===== config.mk =====
export PLATFORM = sky130hd
export DESIGN_NAME = grf_scoreboard
export DESIGN_NICKNAME = d
export VERILOG_FILES = /design/src/rtl/grf_pkg.sv /design/src/rtl/grf_busy_tracker.sv /design/src/rtl/grf_scoreboard.sv
export SDC_FILE = /design/constraint.sdc
export NUM_CORES = 2
export LEC_CHECK = 0
export BUFFER_PORTS_ARGS = -buffer_cell sky130_fd_sc_hd__buf_2
export CAP_MARGIN = 0
export CORE_AREA = 3 3 439 441
export DETAILED_ROUTE_END_ITERATION = 12
export DIE_AREA = 0 0 442 444
export RECOVER_POWER = 100
export SYNTH_ARGS = -nofsm -noshare
export SYNTH_HDL_FRONTEND = slang
export SYNTH_SLANG_ARGS = --single-unit

===== constraint.sdc =====
create_clock -name clk -period 4.6 [get_ports clk]
set_clock_uncertainty 0.2 [all_clocks]
set_input_delay 0 -clock clk [delete_from_list [all_inputs] [get_ports clk]]
set_output_delay 0 -clock clk [all_outputs]
set_load 0.03 [all_outputs]

===== src/rtl/grf_pkg.sv =====
// Shared constants, counter-step encoding and packed-port helper for the GRF scoreboard.
package grf_pkg;

  localparam int unsigned DATA_W_DEF = 32;
  localparam int unsigned ADDR_W_DEF = 5;
  localparam int unsigned ZERO_REG   = 0;

  typedef enum logic [1:0] {
    CNT_HOLD,
    CNT_INC,
    CNT_DEC
  } cntStep_e;

  // LSB position of port `port` inside a packed bus of `width`-bit fields.
  function automatic int unsigned portLsb(input int unsigned port, input int unsigned width);
    return port * width;
  endfunction

endpackage


===== src/rtl/grf_busy_tracker.sv =====
// Per-register busy scoreboard: alloc sets, write clears (alloc wins on collision),
// with a registered population count.
module grf_busy_tracker
  import grf_pkg::*;
#(
  parameter int unsigned ADDR_W = ADDR_W_DEF
) (
  input  logic                     clk,
  input  logic                     reset,
  input  logic                     writeEnable,
  input  logic [ADDR_W-1:0]        writeReg,
  input  logic                     allocEnable,
  input  logic [ADDR_W-1:0]        allocReg,
  output logic [(1<<ADDR_W)-1:0]   busyVec,
  output logic [ADDR_W:0]          busyCount
);

  localparam int unsigned DEPTH = 1 << ADDR_W;

  logic             writeHit;
  logic             allocHit;
  logic             cntInc;
  logic             cntDec;
  logic [DEPTH-1:0] busyNext;
  cntStep_e         step;

  always_comb begin
    writeHit = writeEnable && (writeReg != ADDR_W'(ZERO_REG));
    allocHit = allocEnable && (allocReg != ADDR_W'(ZERO_REG));

    busyNext = busyVec;
    if (writeHit) busyNext[writeReg] = 1'b0;
    if (allocHit) busyNext[allocReg] = 1'b1;

    // A write only retires a busy bit if the same edge does not re-allocate it.
    cntInc = allocHit && !busyVec[allocReg];
    cntDec = writeHit && busyVec[writeReg] && !(allocHit && (allocReg == writeReg));

    step = CNT_HOLD;
    unique case ({cntInc, cntDec})
      2'b10:   step = CNT_INC;
      2'b01:   step = CNT_DEC;
      default: step = CNT_HOLD;
    endcase
  end

  always_ff @(posedge clk or negedge reset) begin
    if (!reset) begin
      busyVec   <= '0;
      busyCount <= '0;
    end else begin
      busyVec <= busyNext;
      unique case (step)
        CNT_INC: busyCount <= busyCount + (ADDR_W+1)'(1);
        CNT_DEC: busyCount <= busyCount - (ADDR_W+1)'(1);
        default: busyCount <= busyCount;
      endcase
    end
  end

endmodule


===== src/rtl/grf_scoreboard.sv =====
// General register file with combinational read ports and a busy scoreboard.
// Optional same-cycle write-to-read bypass: define GRF_BYPASS_EN.
module grf_scoreboard
  import grf_pkg::*;
#(
  parameter int unsigned DATA_W   = DATA_W_DEF,
  parameter int unsigned ADDR_W   = ADDR_W_DEF,
  parameter int unsigned NUM_READ = 2
) (
  input  logic                         clk,
  input  logic                         reset,
  input  logic                         writeEnable,
  input  logic [ADDR_W-1:0]            writeReg,
  input  logic [DATA_W-1:0]            writeData,
  input  logic [31:0]                  PCReg,
  input  logic                         allocEnable,
  input  logic [ADDR_W-1:0]            allocReg,
  input  logic [NUM_READ*ADDR_W-1:0]   readRegs,
  output logic [NUM_READ*DATA_W-1:0]   readData,
  output logic [NUM_READ-1:0]          readBusy,
  output logic [ADDR_W:0]              busyCount
);

  localparam int unsigned DEPTH = 1 << ADDR_W;

  logic [DATA_W-1:0] regFile [DEPTH];
  logic [DEPTH-1:0]  busyVec;
  logic [ADDR_W-1:0] rdIdx;
  logic              writeHit;
  logic              unusedPc;

  assign unusedPc = ^PCReg;
  assign writeHit = writeEnable && (writeReg != ADDR_W'(ZERO_REG));

  grf_busy_tracker #(
    .ADDR_W (ADDR_W)
  ) uBusy (
    .clk         (clk),
    .reset       (reset),
    .writeEnable (writeEnable),
    .writeReg    (writeReg),
    .allocEnable (allocEnable),
    .allocReg    (allocReg),
    .busyVec     (busyVec),
    .busyCount   (busyCount)
  );

  always_ff @(posedge clk or negedge reset) begin
    if (!reset) begin
      for (int unsigned i = 0; i < DEPTH; i++) regFile[i] <= '0;
    end else if (writeHit) begin
      regFile[writeReg] <= writeData;
    end
  end

  always_comb begin
    readData = '0;
    readBusy = '0;
    rdIdx    = '0;
    for (int unsigned i = 0; i < NUM_READ; i++) begin
      rdIdx = readRegs[portLsb(i, ADDR_W) +: ADDR_W];
      readData[portLsb(i, DATA_W) +: DATA_W] =
        (rdIdx == ADDR_W'(ZERO_REG)) ? '0 : regFile[rdIdx];
      readBusy[i] = busyVec[rdIdx];
`ifdef GRF_BYPASS_EN
      // Forwarded data is gated by reset so outputs stay zero while it is held.
      if (reset && writeHit && (rdIdx == writeReg)) begin
        readData[portLsb(i, DATA_W) +: DATA_W] = writeData;
        readBusy[i] = allocEnable && (allocReg == writeReg);
      end
`endif
    end
  end

endmodule


After elaboration in Yosys (flattened, before gate mapping)
Index checks and enable logic that the tools add are counted.

Register bits after elaboration: 1062. Output and inout bits: 72.

Add/sub/neg operators: 2. $lt $le $gt $ge: 10. Equal/unequal tests: 5. Mux-type cells: 27. Bitwise logic cells: 6. Reduce and logical (&&, ||, !) cells: 16.

Operator list (count): $bwmux W1024 (1); $bmux W32 S5 (2); $mux W32 (9); $demux W32 S5 (1); $and A32 B32 Y32 (1); $not A32 Y32 (1); $or A32 B32 Y32 (1); $lt A5 B6 Y1 const B (4); $bmux W1 S5 (4); $ge A6 B6 Y1 const B (3); $not A5 Y6 (3); $pmux W6 S2 (1); $demux W1 S5 (2); $ge A5 B1 Y1 const B (2); $logic_not A5 Y1 (2); $reduce_bool A5 Y1 (2); $logic_and A1 B1 Y1 (9); $add A6 B1 Y6 const B (1); $lt A6 B1 Y1 const B (1); $mux W1 (6); $sub A6 B1 Y6 const B (1); $eq A5 B5 Y1 (1); $eq A2 B1 Y1 const B (2); $eq A2 B2 Y1 const B (2); 3 further kinds (4).

Logic depth before layout (Yosys ltp)
Word-level depth: 9. Mapped depth: 13. Mapped depth without buffers: 11.

Cells and area by module
A second synthesis with hierarchy kept.

Cells, all modules: 3906. Area total of the unflattened synthesis: 57312.5 sq um.

Modules (own cells, without submodules): grf_scoreboard (instances 1, cells each 3666, area an instance 54946.4 sq um, seq. area each 25624.6 sq um); grf_busy_tracker (instances 1, cells each 240, area an instance 2366.0 sq um, seq. area each 950.9 sq um).

Worst setup path after synthesis
Ideal clock, no wire load.

Path type: register to register. Start: register uBusy.busyVec[19]. End: register uBusy.busyCount[5]. Setup time: 143 ps. Arrival: 2959 ps. Setup slack: 1298 ps. Stages on the path, launching flop included: 11. Path buffers: 0. Clock period less this slack: 3302 ps. Cell sequence: dfrtp_1 > mux4_2 > a22o_1 > a221oi_1 > a31oi_1 > ha_1 > ha_1 > or4b_2 > o311a_1 > o311ai_0 > xor2_1.

Word-level cells in the longest chain between the ends: 8. Elaborated cells between the ends (all ways): 15.

Ends and longest elaborated chain: start, declared (line grf_busy_tracker.sv:14) `output logic [(1<<ADDR_W)-1:0] busyVec,`; start signal, assigned (line grf_busy_tracker.sv:52) `busyVec <= busyNext;`; $bmux W1 S5 (on tied branches) (line grf_busy_tracker.sv:37, grf_busy_tracker.sv:36); $mux W1 (on tied branches) (line grf_busy_tracker.sv:37, grf_busy_tracker.sv:36); $logic_and A1 B1 Y1 / $logic_not A1 Y1 (equally long branches) (line grf_busy_tracker.sv:37, grf_busy_tracker.sv:36); $logic_and A1 B1 Y1 (on tied branches) (line grf_busy_tracker.sv:37, grf_busy_tracker.sv:36); $eq A2 B1 Y1 / $eq A2 B2 Y1 (equally long branches) (line grf_busy_tracker.sv:40) `unique case ({cntInc, cntDec})`; $pmux W2 S2 (*) (line grf_busy_tracker.sv:40); $eq A2 B2 Y1 / $eq A2 B1 Y1 (equally long branches) (line grf_busy_tracker.sv:53) `unique case (step)`; $pmux W6 S2 / $reduce_bool A2 Y1 (equally long branches); end signal, assigned (line grf_busy_tracker.sv:54) `CNT_INC: busyCount <= busyCount + (ADDR_W+1)'(1);`; end signal, assigned (line grf_busy_tracker.sv:55) `CNT_DEC: busyCount <= busyCount - (ADDR_W+1)'(1);`; end signal, assigned (line grf_busy_tracker.sv:56) `default: busyCount <= busyCount;`; end, declared (line grf_busy_tracker.sv:15) `output logic [ADDR_W:0] busyCount`.

Every way passes the cells marked *; elsewhere a longest branch is shown, timed or not. The select of a mux whose other input is x is not followed. A chain may end at the register's enable or synchronous reset.

Worst setup path in the final report
Start: input writeReg[1]. End: register regFile[394] (netlist bit).

Word-level cells in the longest chain between the ends: 6. Elaborated cells between the ends (all ways): 9.

Ends and longest elaborated chain: start, declared (line grf_scoreboard.sv:13) `input logic [ADDR_W-1:0] writeReg,`; $not A5 Y6 (implied by the code) (line grf_scoreboard.sv:52) `regFile[writeReg] <= writeData;`; $ge A6 B6 Y1 (implied by the code) / $lt A6 B1 Y1 (equally long branches) (line grf_scoreboard.sv:52); $logic_and A1 B1 Y1 (implied by the code) (line grf_scoreboard.sv:52); $mux W32 (implied by the code) (line grf_scoreboard.sv:52); $demux W32 S5 (line grf_scoreboard.sv:52); $bwmux W1024 (line grf_scoreboard.sv:52); end signal, assigned by index (line grf_scoreboard.sv:52); end, declared (line grf_scoreboard.sv:26) `logic [DATA_W-1:0] regFile [DEPTH];`.

Parallel ways exist; a longest one is shown, timed or not.

==> out/results.ini <==
[status]
outcome=finished with violations
violations=max-capacitance violations, max-slew violations

[drt]
drtAntennaViolNets=0
firstDrtPassIters=7
drt_iter0_markers=2902
wirelength_microns=186000
viasPerCell=5.70
drc=0
via_count=36300
routedWlPerCell_microns=29.3

[floorplanning]
die_w_microns=442
io_pins=160
start_util_pct=29.9
core_area_sq_um=190000
dieArea_sq_um=196000
rows=160
die_y_microns=444

[timing]
max_slew_margin_pct=-120
hold_viol=0
drv_slew=1352
setup_slack_ns=0.405
period_needed_ns=4.20
post-route-period-util_pct=91.2
setup_violations=0
setup-tns-final_ns=0
hold_ws_ns=0.0492
worst_slew_pin_slew_ns=3.29
fmax_mhz=238
rsz0062_at_grt=no

[worst_setup_path]
path_class=input port to flip-flop
end_kind=flip-flop
ff2ff_setup_slack_ns=0.94
start_kind=input port
required_ns=4.98
worstPathArrival_ns=4.57
crit_fanout=33

[clock_network]
h-tree-depth=3
cts-root-buf=clkbuf_16
cts.clk_slew.worst_paths_ns=0.07
cts_made_buffers=106
cts_resized=0
insertion_delay_ns=0.72
cts_tree=built
cts_sinks=1062
clk_path_buf_depth=3

[layout]
drive_gt1_share_pct=49.0
utilization_pct=33.8
syn_to_final_growth_pct=13.2
final_nets=3858
postLayoutCellArea_sq_um=64100

[power_and_ir_drop]
ir_drop_mv=0.305
p_sw_share_pct=27.8
seqPwrFrac_pct=44.3
power_frac_clock_pct=34.7
p_switching_mw=7.83
intPower_mw=20.3
p_per_area_nw_per_um2=439
p_leak_nw=27.0
combPwrFrac_pct=21.0

[flow_run]
max_cap_viol_count=38

[logic_synthesis]
synth_area_sq_um=56600
yosys_warnings=0
ys_ff_latch=1062
synth_flop_cell=dfrtp_1
synth_compound_area_share_pct=5.51
synth_top_family_by_area=multiplexers
synthSimpleGateAreaFrac_pct=1.92
synthCells=3788
synth-async-reset-ratio_pct=100
synthXorXnorAreaFrac_pct=0.124
synth_edf_count=0
ys_seq_area_share_pct=46.9
synth_fp_nets=3882
synthAdderAreaFrac_pct=0.146
muxShareOfSynthArea_pct=41.7
syn_area_per_cell_sq_um=14.9
yosysUniqueCellTypes=63

[global_route]
overflow=0
antenna_found_initial=18
grt_pass1_wl_microns=273000
first_global_vias=37800
grt_use_total_pct=18.7
grt_max_degree=150

[placed_design]
post-place-ws_ns=0.812
placed_cell_area_sq_um=60000
port_buffers=127
gp_congestion=0.834
dpl.hpwl_microns=111000

[min_path]
min_path_type=input port to flip-flop

final timing paths:
check / start / end / cells past startpoint
min reg2reg: regFile[1011] / regFile[1011] / 0
min in group asynchronous: reset / regFile[799] / 4
max reg2reg: uBusy.busyVec[19] / uBusy.busyCount[5] / 10
max in group asynchronous: reset / regFile[672] / 4
max: writeReg[1] / regFile[394] / 5
min: writeReg[0] / uBusy.busyVec[29] / 4
metrics by stage:
stage / cells / power (mW)
after floorplan: 3788 / 16.6
after global placement: 6109 / 18.3
after detailed placement: 6109 / 18.5
after CTS: 6364 / 28.3
after global routing: 6369 / 29.3
final: 6376 / 28.2
flip-flops by register name, indices dropped and copies added (netlist names):
register and count:
regFile 1024, uBusy.busyCount 6, uBusy.busyVec 32
layout make-up:
class / count / area, sq um
diodes: 12 / 30.0
clock buffers: 148 / 3180
clock inverters: 49 / 757
fillers: 18200 / 125000
inverters: 6 / 25.0
multi-input cells: 2275 / 28100
flip-flops and latches: 1062 / 26600
well taps: 2511 / 3140
repair buffers: 313 / 2280
critical path: stages:
cell	delay, ns
dlygate4sd3_1	0.53
clkbuf_1	0.71
and3_1	0.37
nand2_1	1.89
mux2_2	1.01
cell usage after synthesis, types with 33 or more instances:
| cell | number | share of area [%] |
|---|---|---|
| o221ai_1 | 59 | 0.91 |
| o22ai_1 | 33 | 0.36 |
| a211oi_1 | 86 | 1.1 |
| dfrtp_1 | 1062 | 47 |
| mux2_2 | 1040 | 21 |
| a22o_1 | 76 | 1.2 |
| clkbuf_1 | 229 | 1.5 |
| nor2b_1 | 39 | 0.43 |
| buf_2 | 150 | 1.3 |
| mux4_2 | 447 | 18 |
| nand2_1 | 51 | 0.34 |
| nor3_1 | 38 | 0.34 |
| mux2i_1 | 167 | 3.0 |
cell families (layout without fill, tap and decap cells):
family | after synthesis | after routing
other | 0 | 12
adder cells (fa/ha/maj) | 6 | 6
multiplexers | 1670 | 1670
AO/OA/AOI/OAI | 390 | 390
AND/OR/NAND/NOR | 201 | 201
XOR/XNOR | 8 | 8
buffers and inverters | 451 | 516
flip-flops | 1062 | 1062
repair_timing:
item                                    CTS  global route
hold buffers                             58             0
endpoints found under the hold margin  2033             0
setup buffers                             0             0
metal layers:
metal  global-route usage [%]  share of wire [%]  wire length [microns]
met5                        0              0.014                     27
met4                     8.76                5.1                   9530
met3                     2.81                5.4                  10100
met2                     32.1                 50                  92800
met1                     23.2                 40                  74000
power groups by stage:
stage | Sequential (mW) | Clock, mW | Combinational, mW
2_1_floorplan | 12.2 | 0 | 4.45
3_3_place_gp | 12.5 | 0 | 5.80
3_5_place_dp | 12.6 | 0 | 5.91
4_1_cts | 12.4 | 9.94 | 5.99
5_1_grt | 12.7 | 10.3 | 6.33
6_report | 12.5 | 9.77 | 5.92
cell usage in the layout (no fill, tap or decap), types with 6 or more instances in the layout:
| cell | n |
|---|---|
| dfrtp_1 | 1062 |
| mux2_2 | 1040 |
| mux4_2 | 447 |
| mux2i_1 | 167 |
| clkbuf_16 | 110 |
| clkbuf_1 | 89 |
| a211oi_1 | 86 |
| a22o_1 | 76 |
| buf_4 | 73 |
| buf_2 | 62 |
| o221ai_1 | 59 |
| dlygate4sd3_1 | 57 |
| nand2_1 | 39 |
| nor3_1 | 38 |
| nor2b_1 | 35 |
| o22ai_1 | 33 |
| a2111oi_0 | 32 |
| o21ai_0 | 30 |
| a221o_1 | 30 |
| clkbuf_8 | 28 |
| clkinv_2 | 21 |
| buf_12 | 21 |
| bufinv_16 | 18 |
| mux2_1 | 16 |
| clkbuf_2 | 16 |
| nor2_1 | 13 |
| diode_2 | 12 |
| nand2_2 | 11 |
| a32o_1 | 8 |
| nor2_4 | 8 |
| nand2b_1 | 7 |
| nand3b_1 | 6 |
| xnor2_1 | 6 |
(Power assumes the default switching activity.)
